===== src/rtl/gcd_datapath.sv =====
// Subtractive GCD datapath: operand registers X/Y, result register D, two wrap-around
// subtractors and a comparator pair feeding status back to an external controller.

module gcd_sub #(
   parameter int WIDTH = 4
) (
   input  logic [WIDTH-1:0] a_i,
   input  logic [WIDTH-1:0] b_i,
   output logic [WIDTH-1:0] diff_o
);
   // Modulo-2^WIDTH difference; the borrow is intentionally discarded.
   always_comb begin
      diff_o = a_i - b_i;
   end
endmodule

module gcd_mux2 #(
   parameter int WIDTH = 4
) (
   input  logic             sel_i,
   input  logic [WIDTH-1:0] in0_i,
   input  logic [WIDTH-1:0] in1_i,
   output logic [WIDTH-1:0] out_o
);
   // Two-way operand select.
   always_comb begin
      if (sel_i) begin
         out_o = in1_i;
      end else begin
         out_o = in0_i;
      end
   end
endmodule

module gcd_ld_reg #(
   parameter int WIDTH = 4
) (
   input  logic             clk,
   input  logic             rst_n,
   input  logic             ld_i,
   input  logic [WIDTH-1:0] din_i,
   output logic [WIDTH-1:0] q_o
);
   logic [WIDTH-1:0] val_d;
   logic [WIDTH-1:0] val_q;

   // Next value: load or hold.
   always_comb begin
      if (ld_i) begin
         val_d = din_i;
      end else begin
         val_d = val_q;
      end
   end

   // Storage with synchronous active-low clear that wins over the load enable.
   always_ff @(posedge clk) begin
      if (!rst_n) begin
         val_q <= {WIDTH{1'b0}};
      end else begin
         val_q <= val_d;
      end
   end

   assign q_o = val_q;
endmodule

module gcd_cmp #(
   parameter int WIDTH = 4
) (
   input  logic [WIDTH-1:0] a_i,
   input  logic [WIDTH-1:0] b_i,
   output logic             neq_o,
   output logic             lt_o
);
   // Unsigned status for the controller; both low when operands match.
   always_comb begin
      neq_o = (a_i != b_i);
      lt_o  = (a_i < b_i);
   end
endmodule

module gcd_datapath #(
   parameter int WIDTH = 4
) (
   input  logic             CLK,
   input  logic             RESET,
   input  logic [WIDTH-1:0] x_i,
   input  logic [WIDTH-1:0] y_i,
   input  logic             x_sel,
   input  logic             x_ld,
   input  logic             y_sel,
   input  logic             y_ld,
   input  logic             d_ld,
   output logic             x_neq_y,
   output logic             x_lt_y,
   output logic [WIDTH-1:0] d_o
);
   logic [WIDTH-1:0] x_q;
   logic [WIDTH-1:0] y_q;
   logic [WIDTH-1:0] d_q;
   logic [WIDTH-1:0] x_diff_s;
   logic [WIDTH-1:0] y_diff_s;
   logic [WIDTH-1:0] x_d;
   logic [WIDTH-1:0] y_d;

   // Both subtractors read pre-edge X and Y, so simultaneous loads are a parallel transfer.
   gcd_sub #(.WIDTH(WIDTH)) u_sub_x (.a_i(x_q), .b_i(y_q), .diff_o(x_diff_s));
   gcd_sub #(.WIDTH(WIDTH)) u_sub_y (.a_i(y_q), .b_i(x_q), .diff_o(y_diff_s));

   gcd_mux2 #(.WIDTH(WIDTH)) u_mux_x (.sel_i(x_sel), .in0_i(x_i), .in1_i(x_diff_s), .out_o(x_d));
   gcd_mux2 #(.WIDTH(WIDTH)) u_mux_y (.sel_i(y_sel), .in0_i(y_i), .in1_i(y_diff_s), .out_o(y_d));

   gcd_ld_reg #(.WIDTH(WIDTH)) u_reg_x (
      .clk(CLK), .rst_n(RESET), .ld_i(x_ld), .din_i(x_d), .q_o(x_q)
   );
   gcd_ld_reg #(.WIDTH(WIDTH)) u_reg_y (
      .clk(CLK), .rst_n(RESET), .ld_i(y_ld), .din_i(y_d), .q_o(y_q)
   );
   // D captures the old X even when X is loaded on the same edge.
   gcd_ld_reg #(.WIDTH(WIDTH)) u_reg_d (
      .clk(CLK), .rst_n(RESET), .ld_i(d_ld), .din_i(x_q), .q_o(d_q)
   );

   gcd_cmp #(.WIDTH(WIDTH)) u_cmp (.a_i(x_q), .b_i(y_q), .neq_o(x_neq_y), .lt_o(x_lt_y));

   assign d_o = d_q;
endmodule


===== config.mk =====
export PLATFORM = sky130hd
export DESIGN_NAME = gcd_datapath
export DESIGN_NICKNAME = d
export VERILOG_FILES = /design/src/rtl/gcd_datapath.sv
export SDC_FILE = /design/constraint.sdc
export NUM_CORES = 1
export LEC_CHECK = 0
export CORE_MARGIN = 5
export CORE_UTILIZATION = 50
export CTS_CLUSTER_DIAMETER = 80
export DETAILED_ROUTE_END_ITERATION = 6
export GPL_ROUTABILITY_DRIVEN = 1
export PLACE_DENSITY_LB_ADDON = 0.12
export SKIP_LAST_GASP = 1
export SLEW_MARGIN = 20
export SYNTH_ARGS = -nofsm -noshare
export SYNTH_HDL_FRONTEND = slang
export SYNTH_SLANG_ARGS = --single-unit

===== constraint.sdc =====
create_clock -name CLK -period 2.55 [get_ports CLK]
set_clock_uncertainty 0.2 [all_clocks]
set_input_delay 0.51 -clock CLK [delete_from_list [all_inputs] [get_ports CLK]]
set_output_delay 0.51 -clock CLK [all_outputs]
set_load 0.05 [all_outputs]

==> results.py <==
metrics = {
    "sta": {
        "hold_viol": 0,
        "finalCritPeriodShare_pct": 95.1,
        "relSlewSlack_pct": 66.9,
        "fin_crit_ns": 2.43,
        "worstMarginPinSlew_ns": 0.495,
        "fin_setup_tns_ns": 0,
        "drv_slew": 0,
        "max_freq_mhz": 412,
        "setup-violations-final": 0,
        "rsz0062_at_grt": "false",
    },
    "logic_synthesis": {
        "synthArstFlopShare_pct": 0,
        "synth_ff_type": "dfxtp_1",
        "synth_area_leaders": "dfxtp_1 30%, mux2i_1 12%, ha_1 11%",
        "yosysTopAreaCellShare_pct": 29.8,
        "synth_cell_types": 24,
        "synth_edf_count": 0,
        "synth.net_count": 115,
        "syn_inst": 91,
        "syn_area_per_cell_sq_um": 8.85,
        "yosysMostFrequentCell": "nor2_1",
        "synth_seq_cells": 12,
        "synthTopCellsByCount": "16 x nor2_1, 12 x dfxtp_1, 12 x inv_1",
        "yosysSeqAreaShare_pct": 29.8,
        "netlist_area_sq_um": 806,
        "yosys.area.top_type": "dfxtp_1",
        "ys_warn_count": 0,
    },
    "routing": {
        "wire_per_inst_um": 12.6,
        "dr_total_vias": 650,
        "dr.pass1.iters": 2,
        "drt_iter0_drc": 3,
        "wl_um": 1570,
        "viasPerCell": 5.20,
        "ant_nets": 0,
        "drc": 0,
    },
    "outcome": {
        "status": "finished clean",
    },
    "floorplanning": {
        "initial_core_util_pct": 52.9,
        "fp.dieW_um": 50.1,
        "die_height_um": 50.1,
        "pin_count": 21,
        "dieArea_sq_um": 2510,
        "coreArea_sq_um": 1520,
        "rows": 14,
    },
    "power": {
        "p_per_area_nw_per_um2": 604,
        "p_leak_nw": 0.460,
        "ir_worst_vdd_uv": 378,
    },
    "clock_tree": {
        "clock_latency_ns": 0.27,
        "cts.path.max_buffers": 2,
        "clock-root-buffer": "clkbuf_4",
        "cts_tree": "built",
        "h-tree-depth": 1,
        "clk_pin_slew_worst_paths_ns": 0.08,
        "cts-buffers-inserted": 3,
        "cts.sinks": 12,
        "hold_buffers": 0,
        "post-cts-setup-buffers": 0,
    },
    "finish": {
        "design_area_sq_um": 1050,
        "syn2layout_area_growth_pct": 30.3,
        "drive_gt1_share_pct": 11.0,
        "num-nets-final": 134,
        "diodes": 0,
    },
    "hold_path": {
        "hp-start": "u_reg_d.q_o[3]",
        "whs_endpoint": "u_reg_d.q_o[3]",
        "min_path_cells": 2,
        "hold_class": "reg -> reg",
    },
    "critical_path": {
        "crit_path_end_kind": "output port",
        "rr_endpoint": "u_reg_x.q_o[3]",
        "reg2reg_from": "u_reg_y.q_o[2]",
        "setup.worst_path.class": "reg -> out",
        "cp.required_ns": 1.84,
        "ff2ff_path_depth": 6,
        "worstPathArrival_ns": 1.72,
        "crit_fanout": 3,
        "ff2ff_setup_slack_ns": 0.68,
        "crit_path_start_kind": "flip-flop",
    },
    "global_routing": {
        "grt_max_degree": 12,
        "antenna_found_initial": 0,
        "grtUsageTotal_pct": 14.7,
        "overflow": 0,
        "grt_pass1_vias": 663,
        "grt_pass1_wl_um": 2880,
    },
    "job": {
        "maxCapViolCount": 0,
    },
    "placed_design": {
        "placed_cell_area_sq_um": 1000,
        "gp_congestion": 0.780,
        "post-dp-hpwl_um": 1250,
        "port_buffers": 20,
    },
}
-- sequential cells by signal, indices dropped and copies added (netlist names) --
signal       count
u_reg_x.q_o      4
u_reg_d.q_o      4
u_reg_y.q_o      4
-- worst max path at each step --
stage	start	endpoint	slack (ns)
after floorplan	u_reg_x.q_o[0]	x_lt_y	0.06
after global placement	u_reg_x.q_o[0]	x_lt_y	0.34
after detailed placement	u_reg_x.q_o[0]	x_lt_y	0.32
after CTS	u_reg_x.q_o[0]	x_lt_y	0.02
after global routing	u_reg_x.q_o[0]	x_lt_y	0.005
final	u_reg_y.q_o[0]	x_lt_y	0.12
-- power breakdown --
part           total (mW)  internal, mW  switching [mW]
sequential          0.217         0.203          0.0138
combinational       0.266         0.128           0.138
clock               0.152        0.0868          0.0652
total               0.634         0.417           0.217
-- through the flow --
| step | hold WS [ns] | util, % | setup slack [ns] | instances | power [mW] |
|---|---|---|---|---|---|
| after floorplan | 0.279 | - | 0.0631 | 91 | 0.399 |
| after global placement | 0.274 | 65.9 | 0.339 | 121 | 0.479 |
| after detailed placement | 0.289 | 65.9 | 0.323 | 121 | 0.481 |
| after CTS | 0.308 | 68.3 | 0.0163 | 125 | 0.635 |
| after global routing | 0.338 | 68.9 | 0.00528 | 125 | 0.676 |
| final | 0.304 | 68.9 | 0.124 | 125 | 0.634 |
-- kinds of logic (layout without fill, tap and decap cells) --
group / after synthesis / in the layout / synth area share, %
AO/OA/AOI/OAI: 16 / 16 / 13.0
multiplexers: 10 / 10 / 12.4
flip-flops: 12 / 12 / 29.8
adder cells (fa/ha/maj): 9 / 9 / 15.8
AND/OR/NAND/NOR: 24 / 24 / 16.0
XOR/XNOR: 2 / 2 / 2.17
buffers and inverters: 18 / 36 / 10.7
-- worst max-delay path, stage by stage (launching register included) --
cell     delay (ns)
dfxtp_1        0.37
ha_1           0.18
inv_1          0.05
fa_2           0.36
a21oi_2        0.14
nor2_1         0.05
nor2_2         0.15
buf_12         0.15
-- repair_timing --
| action | CTS | global route |
|---|---|---|
| resized for setup | 0 | 3 |
| setup endpoints to repair | 0 | 1 |
| hold endpoints to repair | 0 | 0 |
-- cell type report --
class	count	area (sq um)
clock buffers	4	36.3
fillers	122	474
inverters	12	45.0
multi-input cells	61	488
flip-flops and latches	12	240
well taps	16	20.0
repair buffers	20	220
-- layout by cell type (no fill, tap or decap), drive strengths merged --
cell type | Yosys | layout
mux2i | 10 | 10
clkbuf | 5 | 4
dfxtp | 12 | 12
a211oi | 3 | 3
nand2b | 1 | 1
nand3 | 2 | 2
xnor2 | 2 | 2
nand4 | 1 | 1
ha | 7 | 7
nor2 | 16 | 16
inv | 12 | 12
o21ai | 2 | 2
a21oi | 10 | 10
fa | 2 | 2
nand4b | 1 | 1
and4b | 1 | 1
clkdlybuf4s50 | 0 | 18
buf | 1 | 2
nand3b | 2 | 2
o21a | 1 | 1
-- per-layer routing --
layer	vias up	track usage (%)	share of wire, %	wire length [um]
li1	339	-	-	-
met3	2	4.73	5.6	88
met4	0	6.55	1.3	20
met1	295	18.7	48	761
met2	14	22.4	45	700
met5	-	0	0	0
(Power assumes the default switching activity.)
==> variant, RTL diff (same settings) <==
Put a register stage on the output `d_o`, without a reset. The value now appears one clock later. The other outputs are not delayed to match.
--- a/src/rtl/gcd_datapath.sv
+++ b/src/rtl/gcd_datapath.sv
@@ -126,3 +126,5 @@
 
-   assign d_o = d_q;
+   always_ff @(posedge CLK) begin
+       d_o <= d_q;
+   end
 endmodule
Behaviour: not the same (a bounded check fails within 4 cycles, from zero or initial values and one cycle with RESET low).
==> variant against the unedited design <==
Wire length increased by 0.19%; via count increased by 2.8%; final area increased by 9.1%; worst hold slack got worse by 0.15 ns; synthesized area increased by 9.9%; register-to-register slack about the same; clock power increased by 11%; total power increased by 13%; sequential cell count increased by 4; combinational power about the same; setup slack got worse by 0.025 ns.
==> variant: results <==
export IMPL_ys_async_sr_fraction_pct=0
export IMPL_clk_path_buf_depth=2
export IMPL_cts_root_buf="clkbuf_4"
export IMPL_grtUsageTotal_pct=14.3
export IMPL_worstPathArrival_ns=1.74
export IMPL_syn_area_per_cell_um2=9.32
export IMPL_syn_nets=119
export IMPL_antenna_found_initial=0
export IMPL_ys_flop_type="dfxtp_1"
export IMPL_drtAntennaViolNets=0
export IMPL_via_count=668
export IMPL_cts_made_buffers=3
export IMPL_max_stage_delay_ns=0.35
export IMPL_grt_max_degree=12
export IMPL_hold_path_class="reg -> reg"
export IMPL_clock_latency_ns=0.29
export IMPL_yosysWarnings=0
export IMPL_insertedDiodeCount=0
export IMPL_clk_pin_slew_ns=0.10
export IMPL_max_vdd_ir_drop_mv=0.423
export IMPL_synth_commonest_cells="16 x dfxtp_1, 16 x nor2_1, 12 x inv_1"
export IMPL_htreeDepth=1
export IMPL_final_layout_size_suffix_gt1_share_pct=12.4
export IMPL_wl_um=1570
export IMPL_critPathTopFamily="adder cells"
export IMPL_hpwl_um=1200
export IMPL_power_leakage_nw=0.493
export IMPL_via_per_inst=4.84
export IMPL_cp_max_fo=4
export IMPL_place_inst=134
export IMPL_status="completed"
export IMPL_place_area_mm2=0.00110
export IMPL_drtIter0Drc=15
export IMPL_gp_congestion=0.764
export IMPL_grt_pass1_vias=657
export IMPL_layout_nets=138
export IMPL_synth_area_leaders="dfxtp_1 36%, mux2i_1 11%, ha_1 9.9%, nor2_1 6.8%, inv_1 5.1%"
export IMPL_synth_distinct_cells=24
export IMPL_portBuffers=20
export IMPL_slowest_stage="dfxtp_2"
export IMPL_setup_viol=0
export IMPL_max_slew_margin_rel_pct=66.8
export IMPL_synth_seq_area_share_pct=36.2
export IMPL_grt_pass1_wl_um=2770
export IMPL_firstDrtPassIters=4
-- variant: cell count changes after synthesis, sizes merged --
cell and change:
dfxtp +4
-- variant: final cells by class --
class,instances,area (µm²)
Clock buffer,4,36.3
Timing Repair Buffer,20,220
Tap cell,25,31.3
Inverter,12,45.0
Sequential cell,16,322
Multi-Input combinational cell,61,490
Fill cell,134,563
-- variant: layer usage --
metal / global-route usage, % / wire length, µm / vias to the layer above
met2: 21.8 / 706 / 18
met4: 6.55 / 19 / 0
met3: 5.44 / 112 / 4
li1: - / - / 348
met1: 17.5 / 733 / 298
met5: 0 / 0 / -
-- variant: per-stage QoR --
stage / power, mW / worst slack, ns / utilization (%) / setup TNS (ns)
2_1_floorplan: 0.466 / 0.0631 / - / 0
3_3_place_gp: 0.545 / 0.326 / 64.2 / 0
3_5_place_dp: 0.548 / 0.287 / 64.2 / 0
4_1_cts: 0.724 / 0.00193 / 66.7 / 0
5_1_grt: 0.769 / -0.0247 / 67.0 / -0.0247
6_report: 0.717 / 0.0991 / 67.0 / 0
-- variant: what timing repair did --
| action | CTS | global route |
|---|---|---|
| gates resized for setup | 2 | 3 |
| endpoints found under the setup margin | 1 | 1 |
| pin swaps | 2 | 1 |
| hold buffers | 0 | 0 |
| buffers inserted | 0 | 0 |
-- variant: path summary, 6_finish.rpt --
path	startpoint	endpoint	slack, ns	cells after the start
setup / recovery	u_reg_x.q_o[0]$_SDFFE_PN0P_	x_lt_y	0.1	8
hold / removal	u_reg_d.q_o[2]$_SDFFE_PN0P_	d_o[2]$_DFF_P_	0.15	0
setup reg to reg	u_reg_y.q_o[2]$_SDFFE_PN0P_	u_reg_x.q_o[3]$_SDFFE_PN0P_	0.68	6
hold reg to reg	u_reg_d.q_o[2]$_SDFFE_PN0P_	d_o[2]$_DFF_P_	0.15	0
-- variant: worst register-to-register path: cells and delay by family (launching register included) --
kind / cells / cell delay [ns]
AND/OR/NAND/NOR: 1 / 0.19
AO/OA/AOI/OAI: 3 / 0.41
flip-flops: 1 / 0.37
adder cells (fa/ha/maj): 1 / 0.53
buffers and inverters: 1 / 0.05
-- variant: cell families (layout without fill, tap and decap cells) --
logic type	Yosys count	count (layout)	share of synthesized area, %
mux	10	10	11.3
fa+ha+maj	9	9	14.4
simple gates	24	24	14.5
xor+xnor	2	2	1.98
buf+inv	18	36	9.74
compound gates	16	16	11.9
flops	16	16	36.2
-- variant: power breakdown --
part	total (mW)	switching [mW]	internal, mW	leakage, nW
Sequential	0.282	0.0137	0.269	0.132
Combinational	0.266	0.139	0.127	0.340
Clock	0.169	0.0817	0.0870	0.0210
Total	0.717	0.234	0.483	0.493
